$ cat config.mk
export PLATFORM = sky130hd
export DESIGN_NAME = spi_seq_arb
export DESIGN_NICKNAME = d
export VERILOG_FILES = /design/src/rtl/spi_seq_arb.sv
export SDC_FILE = /design/constraint.sdc
export NUM_CORES = 1
export LEC_CHECK = 0
export CORE_MARGIN = 2
export CORE_UTILIZATION = 28
export DETAILED_ROUTE_END_ITERATION = 16
export PLACE_DENSITY = 0.64
export REMOVE_ABC_BUFFERS = 1
export SLEW_MARGIN = 20
export SYNTH_ARGS = -nofsm -noshare
export SYNTH_HDL_FRONTEND = slang
export SYNTH_SLANG_ARGS = --single-unit
$ cat constraint.sdc
create_clock -name Clk -period 2.9 [get_ports Clk]
set_input_delay 0.435 -clock Clk [delete_from_list [all_inputs] [get_ports Clk]]
set_output_delay 0.435 -clock Clk [all_outputs]
set_load 0.005 [all_outputs]
$ cat src/rtl/spi_seq_arb.sv
// Round-robin sequencer that shares one spi_top register port between NREQ byte requesters.
// Each granted byte runs select/load/start/poll/read/deselect; bursts keep the grant until ReqLast.
module spi_seq_arb #(
  parameter int         NREQ      = 2,
  parameter logic [1:0] ADDR_CTRL = 2'd0,
  parameter logic [1:0] ADDR_SS   = 2'd1,
  parameter logic [1:0] ADDR_TX   = 2'd2,
  parameter logic [1:0] ADDR_RX   = 2'd3,
  parameter logic [7:0] CFG       = 8'h00,
  parameter int         START_BIT = 7,
  parameter int         END_BIT   = 6,
  parameter logic [7:0] SS_IDLE   = 8'hFF,
  parameter int         TIMEOUT   = 1023
) (
  input  logic                Clk,
  input  logic                Rst_n,
  input  logic [NREQ-1:0]     Req,
  input  logic [3*NREQ-1:0]   ReqSlave,
  input  logic [8*NREQ-1:0]   ReqTx,
  input  logic [NREQ-1:0]     ReqLast,
  output logic [NREQ-1:0]     Ack,
  output logic [7:0]          RxByte,
  output logic                Err,
  output logic                Busy,
  output logic [1:0]          Addr,
  output logic                Wr,
  output logic [7:0]          DataWr,
  input  logic [7:0]          DataRd
);

  localparam int GW = (NREQ > 1) ? $clog2(NREQ) : 1;
  localparam int CW = $clog2(TIMEOUT + 1);

  localparam logic [3:0] S_IDLE  = 4'd0;
  localparam logic [3:0] S_ARB   = 4'd1;
  localparam logic [3:0] S_SEL   = 4'd2;
  localparam logic [3:0] S_LDTX  = 4'd3;
  localparam logic [3:0] S_START = 4'd4;
  localparam logic [3:0] S_CLR   = 4'd5;
  localparam logic [3:0] S_POLL  = 4'd6;
  localparam logic [3:0] S_READ  = 4'd7;
  localparam logic [3:0] S_DESEL = 4'd8;
  localparam logic [3:0] S_DONE  = 4'd9;

  logic [3:0]    state;
  logic [GW-1:0] grant;
  logic [GW-1:0] rr_ptr;
  logic          locked;
  logic [CW-1:0] poll_cnt;
  logic [GW-1:0] pick;
  logic          pick_valid;

  // Search starts at the round-robin pointer and wraps, so the first hit is the fairest choice.
  always_comb begin
    pick       = rr_ptr;
    pick_valid = 1'b0;
    for (int i = 0; i < NREQ; i++) begin
      int k;
      k = int'(rr_ptr) + i;
      if (k >= NREQ) k = k - NREQ;
      if (!pick_valid && Req[k[GW-1:0]]) begin
        pick       = k[GW-1:0];
        pick_valid = 1'b1;
      end
    end
  end

  always_ff @(posedge Clk or negedge Rst_n) begin
    if (!Rst_n) begin
      state    <= S_IDLE;
      grant    <= '0;
      rr_ptr   <= '0;
      locked   <= 1'b0;
      poll_cnt <= '0;
      RxByte   <= 8'h00;
      Err      <= 1'b0;
    end else begin
      case (state)
        S_IDLE: begin
          if (locked && Req[grant]) state <= S_LDTX;
          else if (|Req)            state <= S_ARB;
        end
        S_ARB: begin
          if (pick_valid) begin
            grant  <= pick;
            locked <= 1'b1;
            state  <= S_SEL;
          end else begin
            state  <= S_IDLE;
          end
        end
        S_SEL:   state <= S_LDTX;
        S_LDTX:  state <= S_START;
        S_START: state <= S_CLR;
        S_CLR: begin
          poll_cnt <= '0;
          state    <= S_POLL;
        end
        // A timeout always deselects, which also releases the grant.
        S_POLL: begin
          if (DataRd[END_BIT]) begin
            state <= S_READ;
          end else if (poll_cnt == CW'(TIMEOUT)) begin
            Err   <= 1'b1;
            state <= S_DESEL;
          end else begin
            poll_cnt <= poll_cnt + 1'b1;
          end
        end
        S_READ: begin
          RxByte <= DataRd;
          Err    <= 1'b0;
          state  <= ReqLast[grant] ? S_DESEL : S_DONE;
        end
        S_DESEL: begin
          locked <= 1'b0;
          state  <= S_DONE;
        end
        S_DONE: begin
          if (!locked) begin
            if (grant == GW'(NREQ - 1)) rr_ptr <= '0;
            else                        rr_ptr <= grant + 1'b1;
          end
          state <= S_IDLE;
        end
        default: state <= S_IDLE;
      endcase
    end
  end

  always_comb begin
    Wr     = 1'b0;
    Addr   = ADDR_CTRL;
    DataWr = 8'h00;
    Ack    = '0;
    case (state)
      S_SEL: begin
        Wr     = 1'b1;
        Addr   = ADDR_SS;
        DataWr = SS_IDLE & ~(8'h01 << ReqSlave[3*int'(grant) +: 3]);
      end
      S_LDTX: begin
        Wr     = 1'b1;
        Addr   = ADDR_TX;
        DataWr = ReqTx[8*int'(grant) +: 8];
      end
      S_START: begin
        Wr     = 1'b1;
        DataWr = CFG | (8'h01 << START_BIT);
      end
      S_CLR: begin
        Wr     = 1'b1;
        DataWr = CFG;
      end
      S_READ:  Addr = ADDR_RX;
      S_DESEL: begin
        Wr     = 1'b1;
        Addr   = ADDR_SS;
        DataWr = SS_IDLE;
      end
      S_DONE:  Ack[grant] = 1'b1;
      default: ;
    endcase
  end

  assign Busy = (state != S_IDLE) || locked;

endmodule
Word level (Yosys, flattened, before mapping) --
Cells that the tools add are included.
Storage, ports and cells: bits in read-only memories 0, logic and storage cells 95, bits in latches 0, memory bits (writable) 0, flip-flop bits (word level) 26, memories kept 0, output and inout bits 23, input bits 36
Cells by class: shift-type cells 3, equality and inequality tests 16, $add $sub $neg 5, mux-type cells 36, div/mod/pow operators 0, bitwise operators 2, magnitude comparators 6, reductions and logical operators 19, $mul 1
Operators by type and width (count):
- $pmux W4 S9 | 1
- $pmux W8 S4 | 1
- $mux W1 | 21
- $mux W10 | 2
- $pmux W10 S2 | 1
- $eq A4 B3 Y1 const B | 4
- $mux W4 | 4
- $shiftx A16 B5 Y8 | 1
- $add A10 B1 Y10 const B | 1
- $eq A10 B10 Y1 const B | 1
- $eq A4 B2 Y1 const B | 2
- $eq A4 B4 Y1 const B | 2
- $ne A2 B2 Y1 const B | 4
- $not A8 Y8 | 1
- $reduce_and A2 Y1 | 4
- $shl A1 B3 Y8 const A | 1
- $lt A1 B2 Y1 const B | 3
- $ne A3 B3 Y1 const B | 2
- $pmux W2 S3 | 1
- $reduce_and A3 Y1 | 2
- $reduce_bool A2 Y1 | 3
- $shiftx A6 B4 Y3 | 1
- $reduce_or A5 Y1 | 1
- $eq A4 B1 Y1 const B | 1
- other kinds (17) | 23

Logic depth before layout (Yosys ltp) --
depth after elaboration 10, depth in mapped cells 6, depth with buffers taken out 5

Least setup slack after synthesis --
OpenSTA, ideal clock, no wires.
path kind flip-flop to output port, from register state[1], to output DataWr[7], data required time 2465 ps, arrival 1246 ps, buffers on the path 2, stages on the path, launching flop included 6, path slack 1219 ps, path through dfrtp_1 -> buf_2 -> clkbuf_1 -> nor2b_1 -> o311ai_0 -> o21ai_0
Between the ends: longest elaborated chain between the ends 2, elaborated cells between the ends (all ways) 5, classes of those cells 4 x eq/ne; 1 x mux
RTL lines:
- start: declaration | line 45 | logic [3:0] state;
- start signal: assignment | line 113 | state <= ReqLast[grant] ? S_DESEL : S_DONE;
- $eq A4 B4 Y1 (tied with other cells) | line 136 | case (state)
- $pmux W8 S4 (*) | line 136
- end: declaration | line 27 | output logic [7:0] DataWr,
Mark *: on every way between the ends. The rest lies on a longest branch, timed or not.

Worst setup path in the final report --
from register state[1], to output DataWr[0]
The elaborated chain is that of the path after synthesis.

==> impl_metrics.csv <==
group,metric,value,unit
critical_path,critPathBufInv,1,
finish,mostFrequentLayoutCell,"clkdlybuf4s50_1",
synthesis,netlist_area,1760,um^2
die,die_h,83.4,um
clock_network,clk_latency,270,ps
timing,finClkSkew,5.55,ps
outcome,run_status,"finished, final reports clean",
critical_path,worst-path-stages,5,
route,antenna_left,0,
clock_network,clk_pin_slew_worst_paths,100,ps
timing,drv_slew,0,
synthesis,synth_compound_area_share,21.2,%
timing,maxSlewHeadroom,60.2,%
critical_path,slowest_stage,"dfrtp_1",
route,wl,4730,um
timing,setup_viol,0,
timing,worst_pin_slew,598,ps
die,initial_core_util,29.4,%
critical_path,path_class,"reg -> out",
synthesis,synth_edf_count,0,
finish,syn_to_final_growth,41.4,%
finish,final_util,41.6,%
hold_path,hold_class,"reg -> reg",
critical_path,worstPathRequired,2470,ps
synthesis,muxShareOfSynthArea,12.8,%
critical_path,end_kind,"output port",
synthesis,synth_seq_cells,26,
die,die_area,6950,um^2
clock_network,clock_path_buffers,2,
critical_path,cp_slowest_stage_delay,690,ps
synthesis,synth-xor-area-share,0.496,%
die,die_width,83.4,um
route,drc_errors,0,
route,first_pass_iters,4,
synthesis,synth_cells,193,
critical_path,startpoint_type,"flip-flop",
clock_network,ctsRootBufferMaster,"clkbuf_8",
route,wl_per_cell,14.6,um
critical_path,path_cells,"nor2b_1 -> nand2_1 -> a21o_1 -> o211ai_1 -> clkdlybuf4s50_1",
synthesis,synth_cell_type_count,50,
hold_path,min_path_cells,1,
die,row_count,28,
timing,holdWs,500,ps
synthesis,synth-simple-area-share,24.1,%
synthesis,seq_area_frac_synth,36.9,%
timing,rsz0062_at_grt,"no",
placement,dp_hpwl,3510,um
route,vias,1696,
finish,nets,286,
global_route,grt_remaining_overflow,0,
placement,routabilityCongestion,0.790,
timing,setup-tns-final,0,ps
clock_network,cts_inserted_buffers,3,
die,core_area,5990,um^2
finish,n_antenna_cell,0,
clock_network,ctsResizeCount,0,
clock_network,cts.sinks,26,
timing,hold_viol,0,
route,drtIter0Drc,97,
flow_run,maxCapViolCount,0,
clock_network,h-tree-depth,1,
critical_path,cp.arrival,2290,ps
power,cellLeakagePower,0.973,nW
global_route,grt_max_degree,27,
global_route,track_usage,13.4,%
synthesis,synth_area_per_cell,9.14,um^2
power,peakVddDrop,0.385,mV
critical_path,ff2ff_path_depth,4,
power,p_per_area,820,nW/um^2
timing,fmax,0.367,GHz
synthesis,async_flop_share,100,%
critical_path,cp_max_fo,19,
timing,fin_crit,2720,ps
global_route,antenna_found_initial,0,
clock_network,cts_tree,"yes",
synthesis,synth_adder_area_share,0.709,%
clock_network,hold_buffers,0,
critical_path,crit_family,"flip-flops",
synthesis,synth_top_family_by_area,"simple AND/OR/NAND/NOR gates",
synthesis,yosysWarnings,0,
die,io_pins,59,
global_route,grt_pass1_vias,1529,
placement,portBuffers,58,
global_route,grt_pass1_wl,7870,um
finish,most-common-layout-cells,"clkdlybuf4s50_1 (58), dfrtp_1 (26), nor2_1 (20)",
route,post_drt_via_cell_ratio,5.25,
timing,post-route-period-util,93.9,%
finish,drive_gt1_share,8.87,%
clock_network,cts_setup_buffers,0,
synthesis,dominantRegCellSynth,"dfrtp_1",
## cells in the mapped netlist, types with 2 or more instances
cell type   n  share of area [%]
dfrtp_1    26                 37
nor2_1     20                4.3
nand2_1    12                2.6
o21ai_0    11                3.1
mux2_2      9                5.7
mux2i_1     9                5.1
nor3_1      7                2.0
buf_2       6                1.7
clkbuf_1    6                1.3
nor2b_1     6                2.1
nand2b_1    5                1.8
nand3_1     5                1.4
nor4_1      5                1.8
o221ai_1    5                2.5
inv_1       4               0.85
o22a_1      4                2.0
a21o_1      3                1.3
a21oi_1     3               0.85
mux2_1      3                1.9
o211ai_1    3                1.3
o31ai_1     3                1.3
or3_1       3                1.1
a221o_1     2                1.1
a2bb2oi_1   2               0.99
a32oi_1     2               0.99
and2_1      2               0.71
nand4_1     2               0.71
nor4b_1     2               0.99
o21a_1      2               0.85
## metrics by stage
| step | total power [W] | setup WS (ps) | area (um^2) | cells |
|---|---|---|---|---|
| floorplan | 0.00120 | 1050 | 1710 | 181 |
| global placement | 0.00173 | 393 | 2420 | 319 |
| detailed placement | 0.00175 | 371 | 2420 | 319 |
| CTS | 0.00205 | 204 | 2490 | 323 |
| global route | 0.00219 | 7.32 | 2490 | 323 |
| finish | 0.00205 | 176 | 2490 | 323 |
## worst paths after layout
| path | to | from | slack [ps] |
|---|---|---|---|
| setup / recovery | DataWr[0] | state[1] | 180 |
| hold / removal | RxByte[1] | RxByte[1] | 500 |
| setup reg to reg | state[1] | state[1] | 890 |
| hold reg to reg | RxByte[1] | RxByte[1] | 500 |
| max in group asynchronous | state[2] | Rst_n | 2130 |
| min in group asynchronous | poll_cnt[6] | Rst_n | 510 |
## area by class of cell
type	instances	area, um^2
inverters	4	15.0
multi-input cells	151	1050
clock buffers	3	41.3
well taps	75	93.8
flip-flops and latches	26	651
fillers	580	3500
clock inverters	1	30.0
repair buffers	63	618
## cell families after synthesis
family                   count (synthesis)
AO/OA/AOI/OAI                           51
XOR/XNOR                                 1
adder cells (fa/ha/maj)                  1
buffers and inverters                   16
flip-flops                              26
multiplexers                            21
AND/OR/NAND/NOR                         77
## sequential cells by signal, indices dropped and copies added (netlist names)
signal / flops
RxByte: 8
grant: 1
Err: 1
state: 4
rr_ptr: 1
poll_cnt: 10
locked: 1
## power breakdown
| part | leakage, nW | switching [W] | internal, W |
|---|---|---|---|
| combinational | 0.609 | 0.000458 | 0.000634 |
| sequential | 0.329 | 0.000165 | 0.000482 |
| clock | 0.0357 | 0.000122 | 0.000185 |
| total | 0.973 | 0.000745 | 0.00130 |
## routing by layer
layer	vias up	GRT usage [%]	wire length, um
met5	-	0	0
met4	0	2.83	29
met3	2	2.78	235
met2	41	21.7	2230
met1	813	18.4	2240
li1	840	-	-
(Power assumes the default switching activity.)
